**src/rtl/mque_wr_ctrl.sv**
```systemverilog
// mque_wr_ctrl: packet-aware enqueue controller for the mque_ff write side.
// Admits or drops whole packets per destination queue using af/ff flags.
// Ports: clksw/resetw; in_* beat stream (vld/rdy/sop/eop/port/data);
//   wr/wport/wdata FIFO write; af/ff flags in; drop_cntx per-port
//   saturating drop counters; trunc_err/orphan_err one-cycle pulses.
module mque_wr_ctrl #(
   parameter int PORT_WIDTH     = 1,
   parameter int PORT_NUM       = 2,
   parameter int DATA_WIDTH     = 72,
   parameter int MAX_PKT_BEATS  = 8,
   parameter int BEAT_CNT_WIDTH = 4,
   parameter int DROP_CNT_WIDTH = 16
) (
   input  logic                               clksw,
   input  logic                               resetw,
   input  logic                               in_vld,
   output logic                               in_rdy,
   input  logic                               in_sop,
   input  logic                               in_eop,
   input  logic [PORT_WIDTH-1:0]              in_port,
   input  logic [DATA_WIDTH-1:0]              in_data,
   output logic                               wr,
   output logic [PORT_WIDTH-1:0]              wport,
   output logic [DATA_WIDTH-1:0]              wdata,
   input  logic [PORT_NUM-1:0]                af,
   input  logic [PORT_NUM-1:0]                ff,
   output logic [DROP_CNT_WIDTH*PORT_NUM-1:0] drop_cntx,
   output logic                               trunc_err,
   output logic                               orphan_err
);

   typedef enum logic [1:0] {
      IDLE = 2'd0,
      PASS = 2'd1,
      DROP = 2'd2
   } state_t;

   localparam logic [BEAT_CNT_WIDTH-1:0] MAX_CNT =
      BEAT_CNT_WIDTH'(MAX_PKT_BEATS);

   state_t                    state_q, state_d;
   logic [BEAT_CNT_WIDTH-1:0] cnt_q, cnt_d;
   logic [PORT_WIDTH-1:0]     lock_q, lock_d;
   logic                      rdy_q;
   logic                      wr_q, wr_d;
   logic [PORT_WIDTH-1:0]     wport_q, wport_d;
   logic [DATA_WIDTH-1:0]     wdata_q, wdata_d;
   logic                      trunc_q, trunc_d;
   logic                      orphan_q, orphan_d;
   logic [PORT_NUM-1:0]       drop_inc;
   logic [DROP_CNT_WIDTH-1:0] drop_q [PORT_NUM];
   logic                      acc;

   assign acc = in_vld & rdy_q;

   always_comb begin
      state_d  = state_q;
      cnt_d    = cnt_q;
      lock_d   = lock_q;
      wr_d     = 1'b0;
      wport_d  = wport_q;
      wdata_d  = wdata_q;
      trunc_d  = 1'b0;
      orphan_d = 1'b0;
      drop_inc = '0;
      if (acc) begin
         unique case (state_q)
            IDLE: begin
               if (!in_sop) begin
                  orphan_d = 1'b1;
               end else if (af[in_port] | ff[in_port]) begin
                  drop_inc[in_port] = 1'b1;
                  if (!in_eop) state_d = DROP;
               end else begin
                  wr_d    = 1'b1;
                  wport_d = in_port;
                  wdata_d = in_data;
                  lock_d  = in_port;
                  cnt_d   = BEAT_CNT_WIDTH'(1);
                  if (!in_eop) state_d = PASS;
               end
            end
            PASS: begin
               if (ff[lock_q]) begin
                  trunc_d = 1'b1;
                  state_d = in_eop ? IDLE : DROP;
               end else if (cnt_q == MAX_CNT && !in_eop) begin
                  // oversize: rest of packet is discarded
                  trunc_d = 1'b1;
                  state_d = DROP;
               end else begin
                  wr_d    = 1'b1;
                  wport_d = lock_q;
                  wdata_d = in_data;
                  cnt_d   = cnt_q + BEAT_CNT_WIDTH'(1);
                  if (in_eop) state_d = IDLE;
               end
            end
            DROP: begin
               if (in_eop) state_d = IDLE;
            end
            default: state_d = IDLE;
         endcase
      end
   end

   always_ff @(posedge clksw or posedge resetw) begin
      if (resetw) begin
         state_q  <= IDLE;
         cnt_q    <= '0;
         lock_q   <= '0;
         rdy_q    <= 1'b0;
         wr_q     <= 1'b0;
         wport_q  <= '0;
         wdata_q  <= '0;
         trunc_q  <= 1'b0;
         orphan_q <= 1'b0;
      end else begin
         state_q  <= state_d;
         cnt_q    <= cnt_d;
         lock_q   <= lock_d;
         rdy_q    <= 1'b1;
         wr_q     <= wr_d;
         wport_q  <= wport_d;
         wdata_q  <= wdata_d;
         trunc_q  <= trunc_d;
         orphan_q <= orphan_d;
      end
   end

   always_ff @(posedge clksw or posedge resetw) begin
      if (resetw) begin
         for (int k = 0; k < PORT_NUM; k++) drop_q[k] <= '0;
      end else begin
         for (int k = 0; k < PORT_NUM; k++) begin
            if (drop_inc[k] && drop_q[k] != '1)
               drop_q[k] <= drop_q[k] + DROP_CNT_WIDTH'(1);
         end
      end
   end

   for (genvar g = 0; g < PORT_NUM; g++) begin : g_drop
      assign drop_cntx[DROP_CNT_WIDTH*(g+1)-1 -: DROP_CNT_WIDTH] = drop_q[g];
   end

   assign in_rdy     = rdy_q;
   assign wr         = wr_q;
   assign wport      = wport_q;
   assign wdata      = wdata_q;
   assign trunc_err  = trunc_q;
   assign orphan_err = orphan_q;

endmodule

```
**config.mk**
```make
export PLATFORM = sky130hd
export DESIGN_NAME = mque_wr_ctrl
export DESIGN_NICKNAME = d
export VERILOG_FILES = /design/src/rtl/mque_wr_ctrl.sv
export SDC_FILE = /design/constraint.sdc
export NUM_CORES = 1
export LEC_CHECK = 0
export CORE_UTILIZATION = 45
export DETAILED_ROUTE_END_ITERATION = 10
export MAX_ROUTING_LAYER = met4
export PLACE_DENSITY_LB_ADDON = 0.05
export SLEW_MARGIN = 20
export SYNTH_ARGS = -nofsm -noshare
export SYNTH_HDL_FRONTEND = slang
export SYNTH_SLANG_ARGS = --single-unit
```
**constraint.sdc**
```tcl
create_clock -name clksw -period 4.1 [get_ports clksw]
set_input_delay 0.41 -clock clksw [delete_from_list [all_inputs] [get_ports clksw]]
set_output_delay 0.41 -clock clksw [all_outputs]
set_load 0.1 [all_outputs]
```
==> impl_metrics.py, run 1 <==
metrics = {
    "run_status": {
        "outcome": "finished clean",
    },
    "setup_path": {
        "cp_cell_sequence": "clkdlybuf4s50_1",
        "critical_path.top_delay_family": "buffers and inverters",
        "path_class": "flip-flop to output port",
        "path_buf_inv": 1,
        "required_ns": 3.69,
        "slowest_stage": "clkdlybuf4s50_1",
        "crit_path_max_incr_delay_ns": 1.19,
        "end_kind": "output port",
        "crit_fanout": 6,
        "start_kind": "flip-flop",
        "worstPathArrival_ns": 2.05,
    },
    "logic_synthesis": {
        "ys.flop_type": "dfrtp_1",
        "synth_top_area_share_pct": 56.4,
        "synth-edff-count": 0,
        "post_synth_num_cell_types": 47,
        "netlist_top_cells_area": "dfrtp_1 (56%), mux2_2 (9.8%), mux2_4 (8.7%), xor2_1 (2.9%), nor4_2 (1.7%)",
        "synth-warning-count": 0,
        "postSynthAreaPerCell_um2": 14.3,
        "yosysMostFrequentCell": "dfrtp_1",
        "syn_nets": 447,
        "synth_top_area_cell": "dfrtp_1",
        "ys_top_cells_by_count": "dfrtp_1 (116), mux2_2 (45), mux2_4 (30)",
        "syn_area_um2": 5150,
        "syn_inst": 361,
        "ys_ff_latch": 116,
        "ys_async_sr_fraction_pct": 100,
        "synth-seq-area-share_pct": 56.4,
    },
    "floorplan": {
        "ios": 191,
        "row_count": 38,
        "die_h_um": 109,
        "design.core.area_um2": 11000,
        "chipWidth_um": 109,
        "dieArea_um2": 11900,
        "initial_core_util_pct": 46.9,
    },
    "timing": {
        "worstMarginPinSlew_ns": 1.03,
        "relSlewSlack_pct": 31.0,
        "skew_ns": 0.00686,
        "setup-tns-final_ns": 0,
        "rsz0062_at_grt": "no",
        "hold_viol": 0,
        "max_freq_ghz": 0.407,
        "fin_crit_sh_pct": 60.0,
        "maxSlewViolCount": 0,
        "timing.final.ws_setup_ns": 1.64,
        "fin_hold_ws_ns": 0.460,
        "period_needed_ns": 2.46,
        "setup_violations": 0,
    },
    "power": {
        "cellInternalPower_mw": 3.18,
        "leakagePower_nw": 3.29,
        "seqPwrFrac_pct": 25.9,
        "swShare_pct": 50.7,
        "clkPwrFrac_pct": 20.3,
        "p_sw_mw": 3.27,
        "ir_drop_uv": 698,
        "power_density_nw_per_um2": 837,
        "p_comb_share_pct": 53.8,
    },
    "place": {
        "globalplace.congestion": 0.766,
        "dp_slack_ns": 1.36,
        "io_buffer_count": 190,
        "dpl-instance-area_um2": 7180,
        "hpwl_um": 8090,
    },
    "finish": {
        "final_nets": 649,
        "drive_above_1_share_pct": 21.2,
        "design_area_um2": 7710,
        "antenna_cells": 0,
        "area_delta_synth_final_pct": 49.8,
        "n_fill_cell": 839,
        "seq_area_um2": 2900,
        "multi_input_area_um2": 2100,
        "fin_util_pct": 70.2,
    },
    "hold_path": {
        "hp-class": "input pin to asynchronous set/reset pin",
    },
    "grt": {
        "grt_overflow_total": 0,
        "grt_pass1_vias": 3670,
        "grt_max_degree": 63,
        "antenna_found_initial": 0,
        "grt_pass1_wl_um": 17900,
        "grt_util_all_layers_pct": 20.7,
    },
    "clocking": {
        "cts_resized": 0,
        "cts_root_buf": "clkbuf_16",
        "clockBufferDepth": 2,
        "cts_tree": "done",
        "cts_made_buffers": 17,
        "clk_pin_slew_ns": 0.05,
        "hold_buffers": 0,
        "ctsHtreeMaxLevel": 4,
        "cts.sinks": 116,
        "insertion_delay_ns": 0.41,
        "post-cts-setup-buffer-count": 0,
    },
    "routing": {
        "drt_first_pass_iters": 4,
        "wl_met1_um": 4920,
        "vias_per_cell": 5.05,
        "dr_wl_met3_um": 912,
        "dr.max_layer_used": "met4",
        "initialDrtViolationCount": 127,
        "wirelength_um": 11300,
        "vias": 3615,
        "wl_met2_um": 5350,
        "wl_per_cell_um": 15.8,
        "post-route-drc-count": 0,
        "detail-route-antenna-nets": 0,
    },
    "flow_run": {
        "drv_cap": 0,
    },
}
cells in the final DEF, fill, tap and decap left out, types with 2 or more instances in the layout:
master	n
o211ai_1	3
nand3_1	13
mux2_2	45
mux2_1	7
mux2_4	30
o21ai_0	5
ha_1	4
nand2_1	13
xor2_1	17
nand4_1	10
and3_1	3
nor3b_1	2
nand4b_1	3
nor4_2	8
clkdlybuf4s50_1	190
buf_12	3
or2_2	2
mux2i_1	3
buf_4	2
or3_1	4
nand3b_1	3
clkinv_2	4
clkbuf_8	5
and2_1	2
nand2b_1	4
inv_1	5
dfrtp_1	116
and4_1	2
xnor2_1	10
nor4_1	4
o311ai_0	2
nor3_1	8
clkbuf_1	6
nor2_1	6
clkbuf_16	17
cells by family (layout without fill, tap and decap cells):
kind of cell	after synthesis	after routing	synth area share, %
flip-flops	116	116	56.4
XOR/XNOR	27	27	4.59
AND/OR/NAND/NOR	95	95	12.1
adder cells (fa/ha/maj)	4	4	0.972
buffers and inverters	18	233	3.18
AO/OA/AOI/OAI	15	15	2.02
multiplexers	85	85	20.7
other	1	1	0.0728
area by class of cell:
type	count	area share, %
clock buffers	28	6.70
clock inverters	4	0.259
inverters	6	0.324
multi-input cells	227	27.2
flip-flops and latches	116	37.6
well taps	140	2.27
repair buffers	195	25.6
layer usage:
metal | up-vias | track usage [%]
li1 | 1716 | -
met1 | 1768 | 25.4
met2 | 119 | 30.4
met3 | 12 | 8.01
met4 | 0 | 8.69
met5 | - | -
state kept, by name, summed over array words and instances (netlist names):
register    count
cnt_q           4
drop_cntx      32
in_rdy          1
lock_q          1
orphan_err      1
state_q         2
trunc_err       1
wdata          72
wport           1
wr              1
through the flow:
stage / power [mW] / instances
floorplan: 4.32 / 361
global placement: 5.14 / 684
detailed placement: 5.16 / 684
CTS: 6.51 / 716
global route: 6.69 / 716
finish: 6.45 / 716
final timing paths:
path,startpoint,end,slack (ns),depth (start not counted)
max,drop_cntx[18],drop_cntx[18],1.64,1
min,resetw,wdata[40],0.46,2
max reg2reg,cnt_q[0],wdata[30],1.80,7
min reg2reg,wdata[51],wdata[51],0.48,1
max in group asynchronous,resetw,drop_cntx[12],2.85,3
min in group clksw,wdata[51],wdata[51],0.48,1
power groups by stage:
stage / combinational, mW / sequential, mW / clock (mW)
after floorplan: 0.422 / 3.90 / 0
after CTS: 3.49 / 1.67 / 1.35
after global routing: 3.57 / 1.72 / 1.41
final: 3.47 / 1.67 / 1.31
after detailed placement: 3.48 / 1.68 / 0
after global placement: 3.46 / 1.67 / 0
(Power assumes the default switching activity.)
==> run 2: changes to the inputs <==
Clock period 4.1 ns to 2.4 ns, I/O delays scaled along.
==> impl_metrics.py, run 2 (synthesized netlist as in run 1, its figures left out) <==
metrics = {
    "finish": {
        "fin_cells": 724,
        "seq_area_um2": 2910,
        "drive_above_1_share_pct": 43.2,
        "antenna_cells": 0,
        "n_fill_cell": 795,
        "layout_common_cells": "buf_4 (118), dfrtp_1 (107), clkdlybuf4s50_1 (81)",
        "largest_reg_flops": 72,
        "design_area_um2": 7660,
        "area_delta_synth_final_pct": 48.8,
        "mostFrequentLayoutCell": "buf_4",
        "multi_input_area_um2": 2100,
        "final_nets": 657,
        "fin_util_pct": 69.8,
    },
    "routing": {
        "vias": 3645,
        "vias_per_cell": 5.03,
        "post-route-drc-count": 0,
        "wirelength_um": 11400,
        "initialDrtViolationCount": 113,
        "detail-route-antenna-nets": 0,
        "drt_first_pass_iters": 4,
        "wl_per_cell_um": 15.8,
    },
    "floorplan": {
        "dieArea_um2": 11900,
        "die_h_um": 109,
        "row_count": 38,
        "design.core.area_um2": 11000,
        "ios": 191,
        "initial_core_util_pct": 46.9,
        "chipWidth_um": 109,
    },
    "timing": {
        "setup_violations": 0,
        "setup-tns-final_ns": 0,
        "timing.final.ws_setup_ns": 0.283,
        "max_freq_ghz": 0.472,
        "hold_viol": 0,
        "period_needed_ns": 2.12,
        "rsz0062_at_grt": "no",
        "worstMarginPinSlew_ns": 0.615,
        "maxSlewViolCount": 0,
        "fin_crit_sh_pct": 88.2,
        "fin_hold_ws_ns": 0.403,
        "skew_ns": 0.00483,
        "relSlewSlack_pct": 59.0,
    },
    "hold_path": {
        "hp-class": "input pin to asynchronous set/reset pin",
    },
    "grt": {
        "grt_pass1_wl_um": 17800,
        "grt_util_all_layers_pct": 20.7,
        "grt_max_degree": 117,
        "grt_pass1_vias": 3644,
        "antenna_found_initial": 0,
        "grt_overflow_total": 0,
    },
    "flow_run": {
        "drv_cap": 0,
    },
    "clocking": {
        "clk_pin_slew_ns": 0.05,
        "hold_buffers": 0,
        "cts_resized": 0,
        "cts_made_buffers": 17,
        "cts.sinks": 116,
        "insertion_delay_ns": 0.41,
        "cts_root_buf": "clkbuf_16",
        "clockBufferDepth": 2,
        "ctsHtreeMaxLevel": 4,
        "cts_tree": "done",
        "post-cts-setup-buffer-count": 0,
    },
    "power": {
        "cellInternalPower_mw": 5.84,
        "power_density_nw_per_um2": 1500,
        "finalPower_mw": 11.5,
        "ir_drop_uv": 1270,
        "clkPwrFrac_pct": 24.9,
        "seqPwrFrac_pct": 25.0,
        "p_sw_mw": 5.63,
        "leakagePower_nw": 3.54,
        "p_comb_share_pct": 50.0,
        "swShare_pct": 49.1,
    },
    "place": {
        "io_buffer_count": 190,
        "dp_slack_ns": 0.0159,
        "hpwl_um": 8150,
        "dp_cells": 692,
        "globalplace.congestion": 0.751,
        "dpl-instance-area_um2": 6990,
    },
    "setup_path": {
        "rr_worst_depth": 4,
        "end_kind": "flip-flop",
        "worstPathArrival_ns": 2.41,
        "path_class": "flip-flop to flip-flop",
        "start_kind": "flip-flop",
        "crit_fanout": 11,
        "required_ns": 2.69,
    },
    "run_status": {
        "outcome": "finished clean",
    },
}
[run 2: power groups by stage]
stage | clock network [mW] | registers [mW] | logic [mW]
global placement | 0 | 2.87 | 5.73
CTS | 2.92 | 2.88 | 5.76
global route | 3.01 | 2.95 | 5.88
detailed placement | 0 | 2.90 | 5.75
floorplan | 0 | 6.68 | 0.721
finish | 2.86 | 2.87 | 5.74
[run 2: final timing paths]
kind | startpoint | endpoint | slack (ns)
min in group clksw | in_data[50] | wdata[50] | 0.43
min reg2reg | wdata[53] | wdata[53] | 0.48
min | resetw | drop_cntx[6] | 0.40
max | state_q[0] | drop_cntx[30] | 0.28
max reg2reg | state_q[0] | drop_cntx[30] | 0.28
max in group asynchronous | resetw | drop_cntx[17] | 1.50
[run 2: final cells by class]
type / count / area share [%]
Timing Repair Buffer: 203 / 23.2
Sequential cell: 116 / 38.0
Clock inverter: 10 / 2.61
Clock buffer: 22 / 6.19
Multi-Input combinational cell: 227 / 27.4
Tap cell: 140 / 2.29
Inverter: 6 / 0.343
[run 2: routing by layer]
metal | share of wire (%) | vias to the layer above | wire length, um | track usage [%]
li1 | - | 1726 | - | -
met5 | 0 | - | 0 | -
met4 | 1.5 | 0 | 167 | 7.24
met2 | 48 | 123 | 5430 | 31.2
met3 | 7.3 | 12 | 838 | 8.07
met1 | 44 | 1784 | 4990 | 25.2
[run 2: critical path, cell delays in order (launching register included)]
cell	delay, ns
dfrtp_1	0.49
nand2b_1	0.23
or3_1	0.48
nor4_1	0.41
mux2_2	0.38
==> run 3: changes to the inputs <==
Settings changed: CORE_MARGIN from default to 5.
==> impl_metrics.py, run 3 (synthesized netlist as in run 1, its figures left out) <==
metrics = {
    "run_status": {
        "outcome": "finished clean",
    },
    "floorplan": {
        "initial_core_util_pct": 45.5,
        "design.core.area_um2": 11300,
        "ios": 191,
        "row_count": 39,
        "dieArea_um2": 13700,
        "chipWidth_um": 117,
        "die_h_um": 117,
    },
    "clocking": {
        "cts_resized": 0,
        "cts_tree": "done",
        "ctsHtreeMaxLevel": 4,
        "cts.sinks": 116,
        "cts_made_buffers": 17,
        "clk_pin_slew_ns": 0.05,
        "cts_root_buf": "clkbuf_16",
        "post-cts-setup-buffer-count": 0,
        "hold_buffers": 0,
        "insertion_delay_ns": 0.41,
        "clockBufferDepth": 2,
    },
    "finish": {
        "mostFrequentLayoutCell": "buf_4",
        "design_area_um2": 7660,
        "area_delta_synth_final_pct": 48.7,
        "layout_common_cells": "buf_4 (119), dfrtp_1 (107), clkdlybuf4s50_1 (81)",
        "drive_above_1_share_pct": 43.1,
        "final_nets": 661,
        "n_fill_cell": 881,
        "multi_input_area_um2": 2100,
        "largest_reg_flops": 72,
        "antenna_cells": 0,
        "seq_area_um2": 2910,
    },
    "setup_path": {
        "slowest_stage": "dfrtp_1",
        "crit_cells": 7,
        "crit_path_max_incr_delay_ns": 0.40,
        "path_buf_inv": 2,
        "critical_path.top_delay_family": "compound AO/OA/AOI/OAI gates",
        "cp_cell_sequence": "inv_1, ha_1, nand3b_1, o21ai_0, o21ai_4, buf_12, mux2_2",
        "reg2reg_slack_ns": 0.37,
        "crit_fanout": 20,
        "crit_end": "wdata[44]",
        "path_class": "flip-flop to flip-flop",
        "end_kind": "flip-flop",
        "start_kind": "flip-flop",
        "reg2reg_to": "wdata[44]",
        "worstPathArrival_ns": 2.31,
        "r2r-start": "cnt_q[0]",
        "startpoint": "cnt_q[0]",
        "rr_worst_depth": 7,
        "required_ns": 2.69,
    },
    "grt": {
        "grt_max_degree": 38,
        "antenna_found_initial": 0,
        "grt_pass1_vias": 3737,
        "grt_util_all_layers_pct": 18.2,
        "grt_overflow_total": 0,
        "grt_pass1_wl_um": 18600,
    },
    "timing": {
        "setup_violations": 0,
        "setup-tns-final_ns": 0,
        "period_needed_ns": 2.03,
        "worstMarginPinSlew_ns": 0.580,
        "fin_hold_ws_ns": 0.251,
        "max_freq_ghz": 0.494,
        "rsz0062_at_grt": "no",
        "skew_ns": 0.00576,
        "timing.final.ws_setup_ns": 0.375,
        "hold_viol": 0,
        "relSlewSlack_pct": 61.3,
        "maxSlewViolCount": 0,
        "fin_crit_sh_pct": 84.4,
    },
    "place": {
        "hpwl_um": 8970,
        "dpl-instance-area_um2": 7060,
        "dp_slack_ns": 0.0239,
        "globalplace.congestion": 0.892,
        "io_buffer_count": 190,
    },
    "power": {
        "power_density_nw_per_um2": 1460,
        "cellInternalPower_mw": 5.58,
        "clkPwrFrac_pct": 22.8,
        "ir_drop_uv": 1070,
        "swShare_pct": 50.1,
        "p_sw_mw": 5.61,
        "finalPower_mw": 11.2,
        "p_comb_share_pct": 51.5,
        "seqPwrFrac_pct": 25.7,
        "leakagePower_nw": 3.53,
    },
    "routing": {
        "wirelength_um": 12100,
        "wl_per_cell_um": 16.6,
        "vias_per_cell": 5.07,
        "post-route-drc-count": 0,
        "drt_first_pass_iters": 4,
        "initialDrtViolationCount": 121,
        "detail-route-antenna-nets": 0,
        "vias": 3692,
    },
    "flow_run": {
        "drv_cap": 0,
    },
    "hold_path": {
        "hp-class": "input pin to asynchronous set/reset pin",
    },
}
run 3: final cells by class:
type                            count  share of cell area (%)
Clock inverter                      4                    1.24
Clock buffer                       25                    6.60
Sequential cell                   116                    38.0
Tap cell                          143                    2.34
Multi-Input combinational cell    227                    27.4
Timing Repair Buffer              207                    24.1
Inverter                            6                   0.343
run 3: power groups by stage:
stage	registers, mW	logic, mW	clock network, mW
after global routing	2.96	5.92	2.69
after global placement	2.88	5.76	0
after detailed placement	2.90	5.80	0
after floorplan	6.68	0.721	0
final	2.88	5.77	2.55
after CTS	2.88	5.81	2.61
run 3: metrics by stage:
stage / std cells / utilization (%)
after CTS: 728 / 67.7
after global placement: 699 / 62.4
final: 728 / 67.7
after global routing: 728 / 67.7
after detailed placement: 699 / 62.4
after floorplan: 361 / -
run 3: worst min path at each step:
stage / start / end / slack, ns / cells after the start
finish: resetw / wdata[55] / 0.25 / 2
floorplan: in_sop / orphan_err / 0.31 / 1
global route: resetw / wdata[55] / 0.29 / 2
detailed placement: wdata[53] / wdata[53] / 0.48 / 1
CTS: resetw / wdata[57] / 0.25 / 2
global placement: wdata[50] / wdata[50] / 0.47 / 1
run 3: layer usage:
layer	share of wire [%]	track usage, %	vias up	routed length, um
met1	43	23.0	1805	5140
met3	8.4	5.96	17	1010
met2	47	27.0	136	5710
met4	1.8	7.57	0	223
met5	0	-	-	0
li1	-	-	1734	-
